### src/rtl/dmem_arbiter_if.sv
// Bus bundle for the data-memory arbiter: CPU port, external port and memory port.
// slave = arbiter side, master = requester/memory side.
interface dmem_arbiter_if #(
   parameter int AW = 9,
   parameter int DW = 18
);
   logic          cpu_req;
   logic          cpu_we;
   logic [AW-1:0] cpu_addr;
   logic [DW-1:0] cpu_wdata;
   logic [DW-1:0] cpu_rdata;
   logic          cpu_ack;
   logic          cpu_stall;

   logic          ext_req;
   logic          ext_we;
   logic [AW-1:0] ext_addr;
   logic [DW-1:0] ext_wdata;
   logic [DW-1:0] ext_rdata;
   logic          ext_ack;

   logic          mem_en;
   logic          mem_we;
   logic [AW-1:0] mem_addr;
   logic [DW-1:0] mem_wdata;
   logic [DW-1:0] mem_rdata;

   modport slave (
      input  cpu_req, cpu_we, cpu_addr, cpu_wdata,
      output cpu_rdata, cpu_ack, cpu_stall,
      input  ext_req, ext_we, ext_addr, ext_wdata,
      output ext_rdata, ext_ack,
      output mem_en, mem_we, mem_addr, mem_wdata,
      input  mem_rdata
   );

   modport master (
      output cpu_req, cpu_we, cpu_addr, cpu_wdata,
      input  cpu_rdata, cpu_ack, cpu_stall,
      output ext_req, ext_we, ext_addr, ext_wdata,
      input  ext_rdata, ext_ack,
      input  mem_en, mem_we, mem_addr, mem_wdata,
      output mem_rdata
   );
endinterface

### src/rtl/dmem_arbiter.sv
// Two-port (CPU / external) arbiter onto a single-port data memory, 3-cycle occupancy.
// Define DMEM_ARB_STARVE_EN to force an external grant after STARVE_MAX contested CPU wins.
module dmem_arbiter #(
   parameter int AW         = 9,
   parameter int DW         = 18,
   parameter int STARVE_MAX = 4
) (
   input logic           clk,
   input logic           rst,
   dmem_arbiter_if.slave bus
);
   localparam logic [1:0] IDLE  = 2'd0;
   localparam logic [1:0] ISSUE = 2'd1;
   localparam logic [1:0] RESP  = 2'd2;

   localparam logic WIN_CPU = 1'b0;
   localparam logic WIN_EXT = 1'b1;

   logic [1:0]    state_q, state_d;
   logic          win_q, win_d;
   logic          we_q, we_d;
   logic [AW-1:0] addr_q, addr_d;
   logic [DW-1:0] wdata_q, wdata_d;

   logic arb;
   logic grant_ext;
   logic issue;
   logic resp;

   // Requests are only looked at in IDLE; anything raised later waits its turn.
   assign arb = (state_q == IDLE) && (bus.cpu_req || bus.ext_req);

`ifdef DMEM_ARB_STARVE_EN
   localparam int              SW   = $clog2(STARVE_MAX + 1);
   localparam logic [SW-1:0]   SMAX = SW'(STARVE_MAX);

   logic [SW-1:0] starve_q, starve_d;

   assign grant_ext = bus.ext_req && (!bus.cpu_req || (starve_q == SMAX));

   always_comb begin
      starve_d = starve_q;
      if (arb) begin
         if (grant_ext)
            starve_d = '0;
         else if (bus.ext_req && (starve_q != SMAX))
            starve_d = starve_q + SW'(1);
      end
   end

   always_ff @(posedge clk or negedge rst) begin
      if (!rst) starve_q <= '0;
      else      starve_q <= starve_d;
   end
`else
   assign grant_ext = bus.ext_req && !bus.cpu_req;
`endif

   always_comb begin
      state_d = state_q;
      win_d   = win_q;
      we_d    = we_q;
      addr_d  = addr_q;
      wdata_d = wdata_q;
      case (state_q)
         IDLE: begin
            if (arb) begin
               state_d = ISSUE;
               win_d   = grant_ext ? WIN_EXT : WIN_CPU;
               we_d    = grant_ext ? bus.ext_we    : bus.cpu_we;
               addr_d  = grant_ext ? bus.ext_addr  : bus.cpu_addr;
               wdata_d = grant_ext ? bus.ext_wdata : bus.cpu_wdata;
            end
         end
         ISSUE:   state_d = RESP;
         RESP:    state_d = IDLE;
         default: state_d = IDLE;
      endcase
   end

   always_ff @(posedge clk or negedge rst) begin
      if (!rst) begin
         state_q <= IDLE;
         win_q   <= WIN_CPU;
         we_q    <= 1'b0;
         addr_q  <= '0;
         wdata_q <= '0;
      end else begin
         state_q <= state_d;
         win_q   <= win_d;
         we_q    <= we_d;
         addr_q  <= addr_d;
         wdata_q <= wdata_d;
      end
   end

   assign issue = (state_q == ISSUE);
   assign resp  = (state_q == RESP);

   // Memory port is driven only during ISSUE so the bus idles at zero.
   assign bus.mem_en    = issue;
   assign bus.mem_we    = issue && we_q;
   assign bus.mem_addr  = issue ? addr_q  : '0;
   assign bus.mem_wdata = issue ? wdata_q : '0;

   assign bus.cpu_ack   = resp && (win_q == WIN_CPU);
   assign bus.ext_ack   = resp && (win_q == WIN_EXT);
   assign bus.cpu_rdata = bus.cpu_ack ? bus.mem_rdata : '0;
   assign bus.ext_rdata = bus.ext_ack ? bus.mem_rdata : '0;

   // Gated by reset so every output reads zero while rst is held low.
   assign bus.cpu_stall = rst && bus.cpu_req && !bus.cpu_ack;
endmodule

### src/flat_wrapper.sv
// flat-port wrapper written by rule: the top's interface ports become plain ports
module dmem_arbiter_flat 
#(
   parameter int AW         = 9,
   parameter int DW         = 18,
   parameter int STARVE_MAX = 4
)
  (clk, rst, bus_cpu_req, bus_cpu_we, bus_cpu_addr, bus_cpu_wdata, bus_cpu_rdata, bus_cpu_ack, bus_cpu_stall, bus_ext_req, bus_ext_we, bus_ext_addr, bus_ext_wdata, bus_ext_rdata, bus_ext_ack, bus_mem_en, bus_mem_we, bus_mem_addr, bus_mem_wdata, bus_mem_rdata);
  dmem_arbiter_if #(.AW(AW), .DW(DW)) bus_i ();
  input logic clk;
  input logic rst;
  input wire logic [$bits(bus_i.cpu_req)-1:0] bus_cpu_req;
  input wire logic [$bits(bus_i.cpu_we)-1:0] bus_cpu_we;
  input wire logic [$bits(bus_i.cpu_addr)-1:0] bus_cpu_addr;
  input wire logic [$bits(bus_i.cpu_wdata)-1:0] bus_cpu_wdata;
  output wire logic [$bits(bus_i.cpu_rdata)-1:0] bus_cpu_rdata;
  output wire logic [$bits(bus_i.cpu_ack)-1:0] bus_cpu_ack;
  output wire logic [$bits(bus_i.cpu_stall)-1:0] bus_cpu_stall;
  input wire logic [$bits(bus_i.ext_req)-1:0] bus_ext_req;
  input wire logic [$bits(bus_i.ext_we)-1:0] bus_ext_we;
  input wire logic [$bits(bus_i.ext_addr)-1:0] bus_ext_addr;
  input wire logic [$bits(bus_i.ext_wdata)-1:0] bus_ext_wdata;
  output wire logic [$bits(bus_i.ext_rdata)-1:0] bus_ext_rdata;
  output wire logic [$bits(bus_i.ext_ack)-1:0] bus_ext_ack;
  output wire logic [$bits(bus_i.mem_en)-1:0] bus_mem_en;
  output wire logic [$bits(bus_i.mem_we)-1:0] bus_mem_we;
  output wire logic [$bits(bus_i.mem_addr)-1:0] bus_mem_addr;
  output wire logic [$bits(bus_i.mem_wdata)-1:0] bus_mem_wdata;
  input wire logic [$bits(bus_i.mem_rdata)-1:0] bus_mem_rdata;
  assign bus_i.cpu_req = bus_cpu_req;
  assign bus_i.cpu_we = bus_cpu_we;
  assign bus_i.cpu_addr = bus_cpu_addr;
  assign bus_i.cpu_wdata = bus_cpu_wdata;
  assign bus_cpu_rdata = bus_i.cpu_rdata;
  assign bus_cpu_ack = bus_i.cpu_ack;
  assign bus_cpu_stall = bus_i.cpu_stall;
  assign bus_i.ext_req = bus_ext_req;
  assign bus_i.ext_we = bus_ext_we;
  assign bus_i.ext_addr = bus_ext_addr;
  assign bus_i.ext_wdata = bus_ext_wdata;
  assign bus_ext_rdata = bus_i.ext_rdata;
  assign bus_ext_ack = bus_i.ext_ack;
  assign bus_mem_en = bus_i.mem_en;
  assign bus_mem_we = bus_i.mem_we;
  assign bus_mem_addr = bus_i.mem_addr;
  assign bus_mem_wdata = bus_i.mem_wdata;
  assign bus_i.mem_rdata = bus_mem_rdata;
  dmem_arbiter #(.AW(AW), .DW(DW), .STARVE_MAX(STARVE_MAX)) u_core (.clk(clk), .rst(rst), .bus(bus_i));
endmodule
### config.mk
export PLATFORM = sky130hd
export DESIGN_NAME = dmem_arbiter_flat
export DESIGN_NICKNAME = d
export VERILOG_FILES = /design/src/rtl/dmem_arbiter_if.sv /design/src/rtl/dmem_arbiter.sv /design/src/flat_wrapper.sv
export SDC_FILE = /design/constraint.sdc
export NUM_CORES = 1
export LEC_CHECK = 0
export ABC_CLOCK_PERIOD_IN_PS = 1800
export BUFFER_PORTS_ARGS = -buffer_cell sky130_fd_sc_hd__buf_2
export CAP_MARGIN = 15
export CELL_PAD_IN_SITES_DETAIL_PLACEMENT = 0
export CELL_PAD_IN_SITES_GLOBAL_PLACEMENT = 1
export CORE_UTILIZATION = 30
export DETAILED_ROUTE_END_ITERATION = 8
export GPL_TIMING_DRIVEN = 0
export PLACE_DENSITY_LB_ADDON = 0.3
export SYNTH_ARGS = -nofsm -noshare
export SYNTH_HDL_FRONTEND = slang
export SYNTH_SLANG_ARGS = --single-unit
### constraint.sdc
create_clock -name clk -period 1.8 [get_ports clk]
set_input_delay 0.36 -clock clk [delete_from_list [all_inputs] [get_ports clk]]
set_output_delay 0.36 -clock clk [all_outputs]
set_load 0.005 [all_outputs]
==> flow_metrics.env, run 1 <==
export IMPL_clk_latency_ns=0.28
export IMPL_maxSlewHeadroom=0.7093
export IMPL_detail_route_wl_per_cell_um=11.59
export IMPL_rr_endpoint="u_core.wdata_q[15]"
export IMPL_fp_dieArea_mm2=0.007439
export IMPL_peakVddDrop_uv=478.1
export IMPL_slew_viol_final=0
export IMPL_vias=1794
export IMPL_drive_above_1_share=0.6960
export IMPL_yosysSeqAreaShare=0.3643
export IMPL_die_h_um=86.25
export IMPL_synthesis_nets=253
export IMPL_tightest_slew_ns=0.4361
export IMPL_die_width_um=86.25
export IMPL_fin_crit_ns=1.752
export IMPL_dp_cells=416
export IMPL_setup_ws_ns=0.04778
export IMPL_antennaDiodeCount=0
export IMPL_cts_tree="yes"
export IMPL_synth_area_mm2=0.002130
export IMPL_ant_nets=0
export IMPL_maxCapViolCount=0
export IMPL_status="completed"
export IMPL_pre_cts_slack_ns=-0.1542
export IMPL_synthTopCellsByArea="dfrtp_1, mux2_4, and2_1, mux2_2, buf_12"
export IMPL_grt_overflow_total=0
export IMPL_track_usage=0.1368
export IMPL_clock_path_buffers=2
export IMPL_wirelength_mm=4.925
export IMPL_hold_viol=0
export IMPL_synth_top_cell_area_share=0.3643
export IMPL_setup_viol_count_final=0
export IMPL_r2r_cells=5
export IMPL_areaGrowthSynthToFinish_pct=49.24
export IMPL_cts_root_buffer="clkbuf_8"
export IMPL_yosysTopAreaCell="dfrtp_1"
export IMPL_layoutNonFillerInstCount=425
export IMPL_syn_inst=175
export IMPL_grt_pass1_wl_mm=7.831
export IMPL_numCtsBuffers=5
export IMPL_synth_ff_type="dfrtp_1"
export IMPL_fin_skew_ns=0.003352
export IMPL_start_util=0.3117
export IMPL_gp_congestion=0.6240
export IMPL_drt_pass1_iterations=2
export IMPL_layout_common_cells="buf_2, and2_1, mux2_4, dfrtp_1, mux2_2"
export IMPL_async_reset_ff_frac=1.000
export IMPL_viasPerCell=4.221
export IMPL_end_kind="primary output"
export IMPL_r2r_start="u_core.state_q[1]"
export IMPL_synth_edff_count=0
export IMPL_nets=406
export IMPL_power_density_mw_per_mm2=1307
export IMPL_grt_max_degree=33
export IMPL_synth_area_per_cell_um2=12.17
export IMPL_crit_arrival_ns=1.39
export IMPL_final_common_cell="buf_2"
export IMPL_power_leakage_nw=1.805
export IMPL_worstSetupPathType="flop to primary output"
export IMPL_reg2reg_setup_slack_ns=0.20
export IMPL_synth_seq_cells=31
export IMPL_yosysWarnings=0
export IMPL_std_cell_rows=30
export IMPL_tns_ns=0
export IMPL_core_area_mm2=0.006832
export IMPL_ys_types=17
export IMPL_antenna_found_initial=0
export IMPL_place_hpwl_mm=3.807
export IMPL_power_w=0.004153
export IMPL_fillers=679
export IMPL_grt_pass1_vias=1738
export IMPL_cp_required_ns=1.44
export IMPL_worstHoldPathType="input port to asynchronous set/reset pin"
export IMPL_crit_path_start_kind="flop"
export IMPL_worstPathMaxFanout=9
export IMPL_rsz0062_at_grt="yes"
export IMPL_final_core_util=0.4652
export IMPL_cts_htree_levels=2
export IMPL_io_pins=146
export IMPL_cts_sinks=31
export IMPL_drc=0
export IMPL_drt_iter0_drc=27
export IMPL_fmax_ghz=0.5707
export IMPL_min_period_over_period=0.9735
export IMPL_clk_transition_reported_paths_ns=0.07
export IMPL_numPortBuffers=145
cell type report:
type	count	area (µm²)	area share
tap	96	120.1	0.03780
clock buffer	6	82.58	0.02598
clock inverter	2	35.03	0.01102
multi-input combinational	131	1269	0.3992
buffer	12	135.1	0.04252
timing repair buffer	147	759.5	0.2390
sequential	31	777.0	0.2445
cells in the mapped netlist (2+ instances only):
master and number:
a21oi_1 2, and2_1 64, buf_12 2, buf_6 2, clkbuf_1 7, dfrtp_1 31
mux2_2 16, mux2_4 40, nor2_1 2, nor2b_1 2
power breakdown:
group / total, W / switching, W / internal, W
combinational: 0.00219 / 0.000816 / 0.00137
clock: 0.000713 / 0.000265 / 0.000448
sequential: 0.00125 / 0.000188 / 0.00106
total: 0.00415 / 0.00127 / 0.00288
registers in the layout (all words and copies together), names as in the netlist:
signal          cells
u_core.wdata_q     18
u_core.win_q        1
u_core.addr_q       9
u_core.state_q      2
u_core.we_q         1
timing repair:
item / CTS / global route
buffers inserted: 2 / 0
resized for setup: 15 / 14
setup endpoints to repair: 68 / 64
hold buffers: 0 / 0
worst max-delay path, stage by stage, from the launching register on:
cell and delay [ns]:
dfrtp_1 0.42, nor2b_4 0.14, clkbuf_8 0.14, buf_12 0.13
and2_1 0.15, buf_2 0.13
per-layer routing:
layer | GRT usage | vias to the layer above | wire [µm]
met5 | 0 | - | 0
met4 | 0.05455 | 0 | 65
met3 | 0.03048 | 9 | 392
met2 | 0.2424 | 96 | 2310
met1 | 0.1601 | 809 | 2156
li1 | - | 880 | -
cells by family after synthesis:
family | synth area share
muxes | 0.3666
buffers and inverters | 0.04759
and+or+nand+nor | 0.2133
DFF | 0.3643
AOI/OAI and AO/OA | 0.008227
worst max path at each step:
stage                      startpoint           endpoint  slack (ns)
floorplan           u_core.state_q[0]  bus_ext_rdata[10]        0.26
global placement    u_core.state_q[1]   bus_mem_wdata[7]       -0.15
detailed placement  u_core.state_q[0]  bus_mem_wdata[11]       -0.15
CTS                 u_core.state_q[1]  bus_ext_rdata[14]       0.005
global route        u_core.state_q[0]   bus_mem_wdata[0]       -0.01
finish              u_core.state_q[0]    bus_mem_addr[8]        0.05
through the flow:
step	hold slack, ns	instance area, µm²
finish	0.04024	3178
global route	0.07250	3178
CTS	0.1532	3158
detailed placement	0.4670	2975
global placement	0.4717	2975
floorplan	0.06441	2130
Note: power is estimated with default switching activity, not from simulation.
==> inputs of run 2 (changes only) <==
CORE_MARGIN = 4   (was default)
PLACE_DENSITY_LB_ADDON = 0.1   (was 0.3)
SLEW_MARGIN = 15   (was default)
==> run 2 against run 1 <==
Against the previous run: via count shrank 1.8%; die area grew 14%; final cell count unchanged; core utilization fell by 0.53 points; setup slack improved by 0.016 ns; critical path type unchanged; largest power group unchanged; highest routed layer unchanged.
==> flow_metrics.env, run 2 (same netlist as run 1, synthesis figures left out) <==
export IMPL_status="completed"
export IMPL_place_hpwl_mm=4.404
export IMPL_multi_input_area_mm2=0.001269
export IMPL_reg2reg_setup_slack_ns=0.18
export IMPL_detail_route_wl_per_cell_um=12.82
export IMPL_clock_path_buffers=2
export IMPL_crit_path_start_kind="flop"
export IMPL_clk_latency_ns=0.28
export IMPL_rr_endpoint="u_core.wdata_q[9]"
export IMPL_setup_ws_ns=0.06413
export IMPL_r2r_cells=5
export IMPL_fillers=677
export IMPL_worstPathMaxFanout=10
export IMPL_tightest_slew_ns=0.4260
export IMPL_ant_nets=0
export IMPL_numCtsBuffers=5
export IMPL_cp_required_ns=1.44
export IMPL_hold_viol=0
export IMPL_viasPerCell=4.144
export IMPL_areaGrowthSynthToFinish_pct=47.53
export IMPL_power_leakage_nw=1.784
export IMPL_fp_dieArea_mm2=0.008510
export IMPL_drt_iter0_drc=25
export IMPL_largest_reg_flops=18
export IMPL_reg_top3="u_core.wdata_q (18), u_core.addr_q (9), u_core.state_q (2)"
export IMPL_maxSlewHeadroom=0.7160
export IMPL_clk_transition_reported_paths_ns=0.07
export IMPL_cts_root_buffer="clkbuf_8"
export IMPL_min_period_over_period=0.9644
export IMPL_peakVddDrop_uv=455.9
export IMPL_cp_startpoint="u_core.state_q[0]"
export IMPL_layout_common_cells="buf_2, and2_1, mux2_4, dfrtp_1, mux2_2"
export IMPL_grt_max_degree=33
export IMPL_antennaDiodeCount=0
export IMPL_wirelength_mm=5.449
export IMPL_cts_htree_levels=2
export IMPL_nets=406
export IMPL_place_area_mm2=0.002975
export IMPL_end_kind="primary output"
export IMPL_fin_crit_ns=1.736
export IMPL_fin_skew_ns=0.005575
export IMPL_drive_above_1_share=0.6930
export IMPL_final_common_cell="buf_2"
export IMPL_io_pins=146
export IMPL_cts_sinks=31
export IMPL_die_width_um=92.25
export IMPL_worstHoldPathType="input port to asynchronous set/reset pin"
export IMPL_core_area_mm2=0.006832
export IMPL_drc=0
export IMPL_die_h_um=92.25
export IMPL_track_usage=0.1279
export IMPL_pre_cts_slack_ns=-0.1322
export IMPL_r2r_start="u_core.state_q[1]"
export IMPL_vias=1761
export IMPL_setup_worst_path_end="bus_mem_wdata[7]"
export IMPL_drt_pass1_iterations=3
export IMPL_slew_viol_final=0
export IMPL_grt_overflow_total=0
export IMPL_top_register="u_core.wdata_q"
export IMPL_maxCapViolCount=0
export IMPL_cts_hold_buf=0
export IMPL_grt_pass1_vias=1862
export IMPL_numPortBuffers=145
export IMPL_final_core_util=0.4599
export IMPL_std_cell_rows=30
export IMPL_crit_arrival_ns=1.38
export IMPL_gp_congestion=0.6465
export IMPL_power_density_mw_per_mm2=1271
export IMPL_antenna_found_initial=0
export IMPL_start_util=0.3117
export IMPL_final_area_mm2=0.003142
export IMPL_grt_pass1_wl_mm=8.769
export IMPL_regArea_um2=777.0
export IMPL_fmax_ghz=0.5761
export IMPL_cts_tree="yes"
export IMPL_worstSetupPathType="flop to primary output"
export IMPL_rsz0062_at_grt="no"
export IMPL_setup_viol_count_final=0
## run 2: changes by cell type in the layout (fill, tap and decap cells not counted), sizes merged
cell      before  now
buf          157  158
bufinv         1    0
clkbuf         8    7
clkinvlp       0    1
## run 2: final cells by class
| cell class | count | share of cell area |
|---|---|---|
| flip-flops and latches | 31 | 0.2473 |
| clock inverters | 2 | 0.003982 |
| multi-input cells | 131 | 0.4038 |
| well taps | 96 | 0.03823 |
| clock buffers | 6 | 0.02310 |
| repair buffers | 147 | 0.2405 |
| plain buffers | 12 | 0.04301 |
## run 2: critical path, cell delays in order (launching register included)
cell	delay [ns]
dfrtp_1	0.42
nor2b_4	0.15
buf_8	0.13
buf_8	0.12
and2_1	0.15
buf_2	0.12
## run 2: timing repair
action,4_1_cts,5_1_grt
resized for setup,15,15
buffers inserted,2,0
endpoints found under the setup margin,67,53
## run 2: layer usage
metal	global-route usage	share of wire	wire, µm
met1	0.1505	0.40	2204
met2	0.2226	0.49	2655
met3	0.04020	0.099	538
met4	0.03713	0.0094	51
met5	0	0	0
## run 2: worst min-delay path by stage
| stage | depth (start not counted) | startpoint | end |
|---|---|---|---|
| 6_report | 1 | rst | u_core.wdata_q[1] |
| 5_1_grt | 1 | rst | u_core.wdata_q[3] |
| 4_1_cts | 1 | rst | u_core.addr_q[4] |
| 3_5_place_dp | 1 | rst | u_core.addr_q[4] |
| 3_3_place_gp | 1 | rst | u_core.wdata_q[1] |
| 2_1_floorplan | 0 | rst | u_core.addr_q[0] |
## run 2: power breakdown
| group | internal [W] | switching [W] |
|---|---|---|
| Clock | 0.000270 | 0.000259 |
| Sequential | 0.00106 | 0.000197 |
| Combinational | 0.00138 | 0.000824 |
## run 2: metrics by stage
step / std cells / hold WS, ns / power [W] / TNS (ns)
floorplan: 175 / 0.06441 / 0.002574 / 0
global placement: 416 / 0.4646 / 0.003317 / -2.116
detailed placement: 416 / 0.4568 / 0.003340 / -1.388
CTS: 425 / 0.1494 / 0.004041 / 0
global route: 425 / 0.08353 / 0.004319 / 0
finish: 425 / 0.04133 / 0.003994 / 0
